`config.mk`:
```
export PLATFORM = sky130hd
export DESIGN_NAME = tt_proj_stepper
export DESIGN_NICKNAME = d
export VERILOG_FILES = /design/src/rtl/tt_proj_stepper.sv
export SDC_FILE = /design/constraint.sdc
export NUM_CORES = 1
export LEC_CHECK = 0
export BUFFER_PORTS_ARGS = -buffer_cell sky130_fd_sc_hd__buf_2
export CAP_MARGIN = 5
export CORE_UTILIZATION = 32
export DETAILED_ROUTE_END_ITERATION = 6
export PLACE_DENSITY = 0.6
export SLEW_MARGIN = 40
export SYNTH_ARGS = -nofsm -noshare
export SYNTH_HDL_FRONTEND = slang
export SYNTH_SLANG_ARGS = --single-unit
```
`constraint.sdc`:
```
create_clock -name clk -period 3.6 [get_ports clk]
set_input_delay 0.18 -clock clk [delete_from_list [all_inputs] [get_ports clk]]
set_output_delay 0.18 -clock clk [all_outputs]
set_load 0.005 [all_outputs]
```
`src/rtl/tt_proj_stepper.sv`:
```
// Command-driven stepper for a Tiny Tapeout style project: drives the project's
// clock, reset and inputs from a command port and returns a snapshot of its outputs.
module tt_proj_stepper #(
  parameter int unsigned RST_CYCLES = 4,
  parameter int unsigned DIV        = 2
) (
  input  logic        clk,
  input  logic        rst,
  input  logic        cmd_valid,
  output logic        cmd_ready,
  input  logic [1:0]  cmd_op,
  input  logic [7:0]  cmd_ui,
  input  logic [7:0]  cmd_uio,
  input  logic [7:0]  cmd_count,
  output logic        rsp_valid,
  input  logic        rsp_ready,
  output logic [23:0] rsp_data,
  output logic        ena,
  output logic [17:0] iw,
  input  logic [23:0] ow
);

  localparam int unsigned CW   = 8;
  localparam int unsigned IW_W = 18;
  localparam int unsigned OW_W = 24;

  localparam logic [CW-1:0] HALF_LOAD = CW'(DIV - 1);
  localparam logic [CW-1:0] RST_LOAD  = CW'(RST_CYCLES);

  localparam logic [1:0] OP_SAMPLE  = 2'b00;
  localparam logic [1:0] OP_RESET   = 2'b01;
  localparam logic [1:0] OP_STEP    = 2'b10;
  localparam logic [1:0] OP_DISABLE = 2'b11;

  typedef enum logic [2:0] {
    IDLE,
    RST_HI,
    RST_LO,
    RUN_HI,
    RUN_LO,
    RESP
  } state_e;

  state_e            state_q, state_d;
  logic [CW-1:0]     half_q, half_d;
  logic [CW-1:0]     cyc_q, cyc_d;
  logic [IW_W-1:0]   iw_q, iw_d;
  logic              ena_q, ena_d;
  logic [OW_W-1:0]   rsp_data_q, rsp_data_d;
  logic              rsp_valid_q, rsp_valid_d;
  logic              cmd_ready_q, cmd_ready_d;

  // State and output registers; reset parks the project in reset with its clock low.
  always_ff @(posedge clk or posedge rst) begin
    if (rst) begin
      state_q     <= IDLE;
      half_q      <= '0;
      cyc_q       <= '0;
      iw_q        <= '0;
      ena_q       <= 1'b0;
      rsp_data_q  <= '0;
      rsp_valid_q <= 1'b0;
      cmd_ready_q <= 1'b1;
    end else begin
      state_q     <= state_d;
      half_q      <= half_d;
      cyc_q       <= cyc_d;
      iw_q        <= iw_d;
      ena_q       <= ena_d;
      rsp_data_q  <= rsp_data_d;
      rsp_valid_q <= rsp_valid_d;
      cmd_ready_q <= cmd_ready_d;
    end
  end

  // Next-state and next-output logic.
  always_comb begin
    state_d    = state_q;
    half_d     = half_q;
    cyc_d      = cyc_q;
    iw_d       = iw_q;
    ena_d      = ena_q;
    rsp_data_d = rsp_data_q;

    unique case (state_q)
      IDLE: begin
        if (cmd_valid) begin
          unique case (cmd_op)
            OP_SAMPLE: begin
              rsp_data_d = ow;
              state_d    = RESP;
            end
            OP_RESET: begin
              ena_d   = 1'b1;
              iw_d[1] = 1'b0;
              half_d  = HALF_LOAD;
              cyc_d   = RST_LOAD;
              state_d = RST_HI;
            end
            OP_STEP: begin
              iw_d[17:2] = {cmd_uio, cmd_ui};
              half_d     = HALF_LOAD;
              cyc_d      = cmd_count;
              // A zero-cycle step only settles inputs for one low half-period.
              state_d    = (cmd_count == '0) ? RUN_LO : RUN_HI;
            end
            OP_DISABLE: begin
              ena_d      = 1'b0;
              iw_d       = '0;
              rsp_data_d = ow;
              state_d    = RESP;
            end
            default: state_d = IDLE;
          endcase
        end
      end

      RST_HI: begin
        if (half_q == '0) begin
          half_d  = HALF_LOAD;
          state_d = RST_LO;
        end else begin
          half_d = half_q - CW'(1);
        end
      end

      RST_LO: begin
        if (half_q != '0) begin
          half_d = half_q - CW'(1);
        end else if (cyc_q <= CW'(1)) begin
          cyc_d      = '0;
          iw_d[1]    = 1'b1;
          rsp_data_d = ow;
          state_d    = RESP;
        end else begin
          cyc_d   = cyc_q - CW'(1);
          half_d  = HALF_LOAD;
          state_d = RST_HI;
        end
      end

      RUN_HI: begin
        if (half_q == '0) begin
          half_d  = HALF_LOAD;
          state_d = RUN_LO;
        end else begin
          half_d = half_q - CW'(1);
        end
      end

      RUN_LO: begin
        if (half_q != '0) begin
          half_d = half_q - CW'(1);
        end else if (cyc_q <= CW'(1)) begin
          cyc_d      = '0;
          rsp_data_d = ow;
          state_d    = RESP;
        end else begin
          cyc_d   = cyc_q - CW'(1);
          half_d  = HALF_LOAD;
          state_d = RUN_HI;
        end
      end

      RESP: begin
        if (rsp_ready) begin
          state_d = IDLE;
        end
      end

      default: state_d = IDLE;
    endcase

    // The project clock follows the high phases only, so it is low in every other state.
    iw_d[0]     = (state_d == RST_HI) || (state_d == RUN_HI);
    cmd_ready_d = (state_d == IDLE);
    rsp_valid_d = (state_d == RESP);
  end

  assign cmd_ready = cmd_ready_q;
  assign rsp_valid = rsp_valid_q;
  assign rsp_data  = rsp_data_q;
  assign ena       = ena_q;
  assign iw        = iw_q;

endmodule

```
-- After elaboration in Yosys (flattened, before gate mapping)
Index checks and enable logic that the tools add are counted.
- add/subtract/negate cells: 2
- multipliers: 0
- div/mod/pow operators: 0
- order comparisons: 1
- equal/unequal tests: 21
- shift operators: 0
- muxes and demuxes: 35
- bitwise gates (word level): 0
- reductions and logical operators: 23
- operator list (kind ; number):
    $mux 24 ; 4
    $mux 8 ; 8
    $pmux 24 s2 ; 1
    $pmux 16 s2 ; 1
    $pmux 8 s2 ; 2
    $mux 3 ; 9
    $pmux 8 s3 ; 1
    $pmux 3 s6 ; 1
    $logic_not 8->1 ; 2
    $sub 8x1->8 const B ; 2
    $ne 2x2->1 const B ; 7
    $reduce_and 5->1 ; 2
    $reduce_or 2->1 ; 5
    $eq 3x2->1 const B ; 3
    $eq 3x3->1 const B ; 3
    $pmux 3 s3 ; 1
    $le 8x1->1 const B ; 1
    $reduce_and 4->1 ; 2
    $reduce_bool 2->1 ; 4
    $reduce_bool 8->1 ; 1
    $eq 3x1->1 const B ; 2
    $logic_not 3->1 ; 2
    $reduce_and 3->1 ; 2
    $eq 2x2->1 const B ; 2
    10 further kinds ; 14
- flip-flop bits (word level): 64
- bits in latches: 0
- RAM bits: 0
- bits in read-only memories: 0
- input bits: 54
- output and inout port bits: 45
- logic and storage cells: 92
- memories: 0

-- Longest topological paths before layout
Gate-level depths: netlist of run 1.
- depth after elaboration: 7
- depth in mapped cells: 9
- mapped depth without buffers: 8

-- Worst setup path after synthesis of run 1
OpenSTA, ideal clock, no wires.
- path type: reg-to-reg
- from: register cyc_q[4]
- to: register rsp_data_q[0] (netlist: rsp_data[0])
- library setup time: 125 ps
- data arrival time: 2152 ps
- data required time: 3475 ps
- setup slack: 1323 ps
- stages on the path, launching flop included: 7
- period minus slack after synthesis: 2277 ps
- cells stage by stage: dfrtp_1 > or3_4 > or4b_4 > buf_6 > a21oi_4 > buf_12 > mux2_4
- longest elaborated chain between the ends: 3
- ends and longest elaborated chain (item ; line ; source):
    start: declaration ; 46 ; logic [CW-1:0] cyc_q, cyc_d;
    start signal: assignment ; 67 ; cyc_q <= cyc_d;
    $le 8x1->1 ; 130, 154 ;
    $ne 2x1->1 (no line) ; - ;
    $reduce_and 5->1 (no line) ; - ;
    end signal: assignment ; 70 ; rsp_data_q <= rsp_data_d;
    end: declaration ; 49 ; logic [OW_W-1:0] rsp_data_q, rsp_data_d;
Every way passes these cells.
A chain may end at the register's enable or synchronous reset.

-- Worst setup path after layout of run 1
- from: register state_q[0]
- to: register rsp_data_q[23] (netlist: rsp_data[23])
- longest elaborated chain between the ends: 4
- elaborated cells between the ends (all ways): 11
- classes of those cells: eq/ne: 6; mux: 1; reduce/logical: 4
- ends and longest elaborated chain (item ; line ; source):
    start: declaration ; 44 ; state_e state_q, state_d;
    start signal: assignment ; 65 ; state_q <= state_d;
    $eq 3x3->1 / $eq 3x2->1 (equally long branches) ; 85 ; unique case (state_q)
    $reduce_or 2->1 (no line) ; - ;
    $ne 2x1->1 (no line), or another cell as far along ; - ;
    $reduce_and 5->1 (no line) ; - ;
Several ways; a longest one is shown, not always the timed one.

==> flow_summary.yaml, run 1 <==
synthesis:
  yosysUniqueCellTypes: 50
  ys_ff_latch: 64
  synth_area_leader_cell: "dfrtp_1"
  synth_ff_type: "dfrtp_1"
  syn_nets: 347
  avgSynthCellArea_um2: 11.18
  synth_commonest_cells: "dfrtp_1, nand2_1, o21ai_0, mux2_4, nand2b_1"
  synth_edf_count: 0
  synthAdderAreaFrac_pct: 2.740
  async_flop_share_pct: 100.0
  seq_area_frac_synth_pct: 50.14
  synth-xor-area-share_pct: 1.918
  synth-warning-count: 0
  synth_most_common_cell: "dfrtp_1"
  ys_top_cells_by_area: "dfrtp_1, mux2_4, nand2_1"
  synth_compound_area_share_pct: 14.17
  synth_top_area_share_pct: 49.32
  synth_simple_gate_area_share_pct: 15.58
  synth_top_family_by_area: "simple AND/OR/NAND/NOR gates"
  synthCells: 286
  synthesis.area_um2: 3197
  synthMuxAreaShare_pct: 10.80
cts:
  cts_setup_buffers: 0
  cts_max_level: 3
  clockBufferDepth: 2
  clk_pin_slew_ps: 80
  clock-root-buffer: "clkbuf_8"
  cts_buffers: 9
  clock_latency_ps: 340
  cts_tree: "yes"
  cts.sinks: 64
power_and_ir_drop:
  power_leakage_nw: 1.951
  powerDensity_nw_per_um2: 860.4
  ir_drop_uv: 281.5
  p_total_mw: 3.481
critical_path:
  rr_startpoint: "state_q[0]"
  critical_path.endpoint_type: "register"
  worstSetupPathType: "reg -> reg"
  start_kind: "register"
  cp.arrival_ps: 2740
  r2r-end: "rsp_data[23]"
  crit_end: "rsp_data[23]"
  r2r_slack_ps: 1080
  startpoint: "state_q[0]"
  ff2ff_path_depth: 5
  required_ps: 3820
  cp_max_fo: 24
floorplanning:
  chipHeight_um: 102.0
  io_pins: 99
  rows: 36
  initial_utilization_pct: 32.86
  die_w_um: 102.0
  die-area_um2: 10390
  coreArea_um2: 9729
sta:
  fin_skew_ps: 11.48
  fmax_ghz: 0.3967
  rsz0062_at_grt: "no"
  slew_headroom_pct: 50.19
  holdWs_ps: 64.41
  drv_slew: 0
  post-route-period-util_pct: 70.02
  finalSetupTns_ps: 0
  tightest_slew_ps: 745.1
  setup_viol: 0
  finalCriticalPeriod_ps: 2521
  hold_viol: 0
drt:
  wire_per_inst_um: 13.05
  drtIter0Drc: 145
  drc: 1
  first_pass_iters: 6
  viasPerCell: 4.712
  totalWireLength_um: 6853
  num_vias: 2474
  ant_nets: 0
place:
  gp_congestion: 0.8191
  port_buffers: 98
  hpwlAfterDp_um: 5023
  placed_cells: 508
global_routing:
  grt_pass1_wl_um: 10780
  grt_antenna_before_repair: 0
  grt_usage_pct: 13.46
  grt_pass1_vias: 2356
  grt_start_max_net_pins: 49
  grt_remaining_overflow: 0
finish:
  stdcell_count: 525
  drive_above_1_share_pct: 39.29
  fill_cells: 986
  area_delta_synth_final_pct: 26.54
  antenna_cells: 0
  fin_nets: 448
worst_hold_path:
  hold_class: "in -> reg"
  min_path_cells: 2
run_status:
  status: "finished with violations"
  violations: "design-rule violations"
job:
  maxCapViolCount: 0
## repair_timing
item | 4_1_cts | 5_1_grt
setup endpoints to repair | 0 | 0
hold buffers | 1 | 0
resized for setup | 0 | 0
hold endpoints to repair | 46 | 0
## report_power, final
part	total (mW)	switching, mW	internal [mW]	leakage [nW]
logic	1.39	0.666	0.729	1.03
clock network	0.772	0.290	0.482	0.127
registers	1.31	0.248	1.07	0.792
## flip-flops by register name (all words and copies together) (netlist names)
register	cells
ena	1
half_q	8
rsp_valid	1
rsp_data	24
cmd_ready	1
cyc_q	8
iw	18
state_q	3
## placed cells by master, fill, tap and decap left out, types with 2 or more instances in the layout
master and count:
ha_1 7, o21ai_0 25, o21a_1 3, nor4_1 2
nor3b_1 5, dfrtp_1 63, o2bb2ai_1 2, a21oi_1 7
buf_2 98, o31ai_1 4, xnor2_1 4, buf_4 3
bufinv_16 3, inv_1 12, nand3_1 4, nor2_1 15
xor2_1 3, mux2_2 4, a22o_1 10, clkbuf_8 10
mux2_4 20, nand2_1 33, nor3_1 5, a32oi_1 2
clkinv_4 3, nand2b_1 18
## layer usage
| layer | up-vias | routed length, µm | GRT usage (%) |
|---|---|---|---|
| met5 | - | 0 | 0 |
| met4 | 0 | 72 | 5.495 |
| met3 | 7 | 411 | 3.967 |
| met2 | 80 | 3241 | 21.88 |
| met1 | 1176 | 3129 | 16.79 |
| li1 | 1211 | - | - |
## worst max-delay path, stage by stage (launching register included)
cell and delay [ps]:
dfrtp_1 510, nor4b_2 740, a22oi_2 200, a21oi_4 140, buf_4 390, mux2_2 390
## kinds of logic (layout without fill, tap and decap cells)
| logic type | Yosys count | after routing |
|---|---|---|
| buf+inv | 25 | 131 |
| xor+xnor | 7 | 7 |
| compound gates | 65 | 65 |
| fa+ha+maj | 7 | 7 |
| mux | 24 | 24 |
| simple gates | 94 | 94 |
| flops | 64 | 64 |
## area by class of cell
cell class,count,area [µm²],share of cell area (%)
multi-input combinational,197,1448,35.79
tap,133,166.4,4.114
clock buffer,10,137.6,3.402
sequential,64,1603,39.62
clock inverter,6,116.4,2.877
timing repair buffer,102,523.0,12.93
inverter,13,51.30,1.268
## how the worst min path moves through the flow
| stage | slack (ps) | from | endpoint |
|---|---|---|---|
| 5_1_grt | 50 | ow[4] | rsp_data[4] |
| 4_1_cts | 40 | ow[5] | rsp_data[5] |
| 6_report | 60 | ow[5] | rsp_data[5] |
| 2_1_floorplan | 330 | ow[0] | rsp_data[0] |
| 3_5_place_dp | 300 | rst | iw[3] |
| 3_3_place_gp | 410 | ow[4] | rsp_data[4] |
## through the flow
stage / setup WS, ps / instance area [µm²] / util (%)
detailed placement: 1100 / 3779 / 38.84
global placement: 1152 / 3776 / 38.81
finish: 1079 / 4045 / 41.58
floorplan: 1323 / 3197 / -
CTS: 1091 / 4043 / 41.55
global route: 889.6 / 4045 / 41.58
(Power assumes the default switching activity.)
==> run 2, diff against run 1 <==
clock period = 2.5 ns   (was 3.6 ns; I/O delays follow)
==> run 2 against run 1 <==
  * The flow now finishes without violations
  * First-iteration DRC count is 46% lower
  * Power is 40% higher
  * Combinational power is 51% higher
  * Design area is 1.8% higher
  * Non-clock buffer count is 12 higher
  * Register-to-register slack worse by 900 ps
  * Maximum frequency is 8.8% higher
  * Via count hardly changed
  * Wire length hardly changed
  * Critical endpoint is now rsp_data[20]
==> flow_summary.yaml, run 2 (synthesis results as in run 1) <==
cts:
  clockBufferDepth: 2
  clk_pin_slew_ps: 70
  postCtsHoldBufs: 2
  cts_max_level: 3
  cts.sinks: 64
  cts_setup_buffers: 0
  clock_latency_ps: 330
  cts_tree: "yes"
  clock-root-buffer: "clkbuf_8"
  cts_buffers: 9
  cts_resized: 0
finish:
  layout_commonest_cell: "buf_2"
  largest_reg_flops: 24
  area_delta_synth_final_pct: 28.77
  final_cell_mix: "buf_2, dfrtp_1, nand2_1"
  fin_nets: 460
  stdcell_area_um2: 4116
  stdcell_count: 537
  postLayoutCoreUtil_pct: 42.31
  drive_above_1_share_pct: 38.86
  antenna_cells: 0
global_routing:
  grt_usage_pct: 13.16
  grt_pass1_wl_um: 10410
  grt_remaining_overflow: 0
  grt_start_max_net_pins: 39
  grt_pass1_vias: 2263
  grt_antenna_before_repair: 0
floorplanning:
  chipHeight_um: 102.0
  die-area_um2: 10390
  coreArea_um2: 9729
  die_w_um: 102.0
  rows: 36
  initial_utilization_pct: 32.86
  io_pins: 99
place:
  dp_slack_ps: 196.1
  hpwlAfterDp_um: 4905
  placed_area_um2: 3839
  gp_congestion: 0.8601
  placed_cells: 513
  port_buffers: 98
drt:
  first_pass_iters: 4
  num_vias: 2473
  drc: 0
  totalWireLength_um: 6859
  wire_per_inst_um: 12.77
  drtIter0Drc: 78
  viasPerCell: 4.605
  ant_nets: 0
critical_path:
  required_ps: 2720
  critPathMaxStageDelay_ps: 570
  startpoint: "cyc_q[4]"
  rr_startpoint: "cyc_q[4]"
  path_depth: 5
  critical_path.endpoint_type: "register"
  path_delay_family: "simple AND/OR/NAND/NOR gates"
  cp_max_fo: 24
  slowest_stage: "or4b_4"
  cp_num_buf_inv: 1
  ff2ff_path_depth: 5
  start_kind: "register"
  r2r-end: "rsp_data[20]"
  cp.arrival_ps: 2540
  worstSetupPathType: "reg -> reg"
  r2r_slack_ps: 180
  path_cells: "or3_4, or4b_4, a21oi_4, buf_12, mux2_2"
job:
  maxCapViolCount: 0
sta:
  fmax_ghz: 0.4316
  holdWs_ps: 21.81
  post-route-period-util_pct: 92.69
  hold_viol: 0
  tightest_slew_ps: 576.2
  finalCriticalPeriod_ps: 2317
  setup_ws_ps: 182.8
  finalSetupTns_ps: 0
  slew_headroom_pct: 61.53
  fin_skew_ps: 6.178
  drv_slew: 0
  setup_viol: 0
  rsz0062_at_grt: "no"
power_and_ir_drop:
  power_leakage_nw: 1.985
  ir_drop_uv: 308.4
  power_frac_comb_pct: 43.3
  p_total_mw: 4.858
  clkPwrFrac_pct: 18.1
  switching_share_pct: 35.56
  p_seq_share_pct: 38.6
  powerDensity_nw_per_um2: 1180
  p_sw_mw: 1.727
  p_int_mw: 3.130
worst_hold_path:
  hold_class: "in -> reg"
  whs_endpoint: "rsp_data[21]"
  worstHoldStart: "ow[21]"
  min_path_cells: 2
run_status:
  status: "finished clean"
-- run 2: layer usage --
layer | global-route usage, % | part of all wire [%]
met5 | 0 | 0
met4 | 5.275 | 1.2
met3 | 5.198 | 5.5
met2 | 20.43 | 45
met1 | 16.42 | 48
-- run 2: area by class of cell --
| type | instances | area [µm²] |
|---|---|---|
| clock inverter | 5 | 56.30 |
| inverter | 13 | 48.80 |
| multi-input combinational | 197 | 1445 |
| tap | 133 | 166.4 |
| timing repair buffer | 114 | 655.6 |
| sequential | 64 | 1603 |
| clock buffer | 11 | 141.4 |
| fill | 946 | 5613 |
-- run 2: power by group through the flow --
| stage | clock (mW) | sequential, mW | combinational [mW] |
|---|---|---|---|
| 2_1_floorplan | 0 | 1.86 | 1.46 |
| 3_3_place_gp | 0 | 1.88 | 2.05 |
| 6_report | 0.878 | 1.88 | 2.10 |
| 3_5_place_dp | 0 | 1.89 | 2.11 |
| 5_1_grt | 0.955 | 1.94 | 2.35 |
| 4_1_cts | 0.906 | 1.88 | 2.12 |
-- run 2: worst max path at each step --
stage	end	slack [ps]
after floorplan	rsp_data[0]	220
after global placement	rsp_data[21]	240
after detailed placement	rsp_data[22]	200
after CTS	rsp_data[22]	190
after global routing	cyc_q[2]	60
final	rsp_data[20]	180
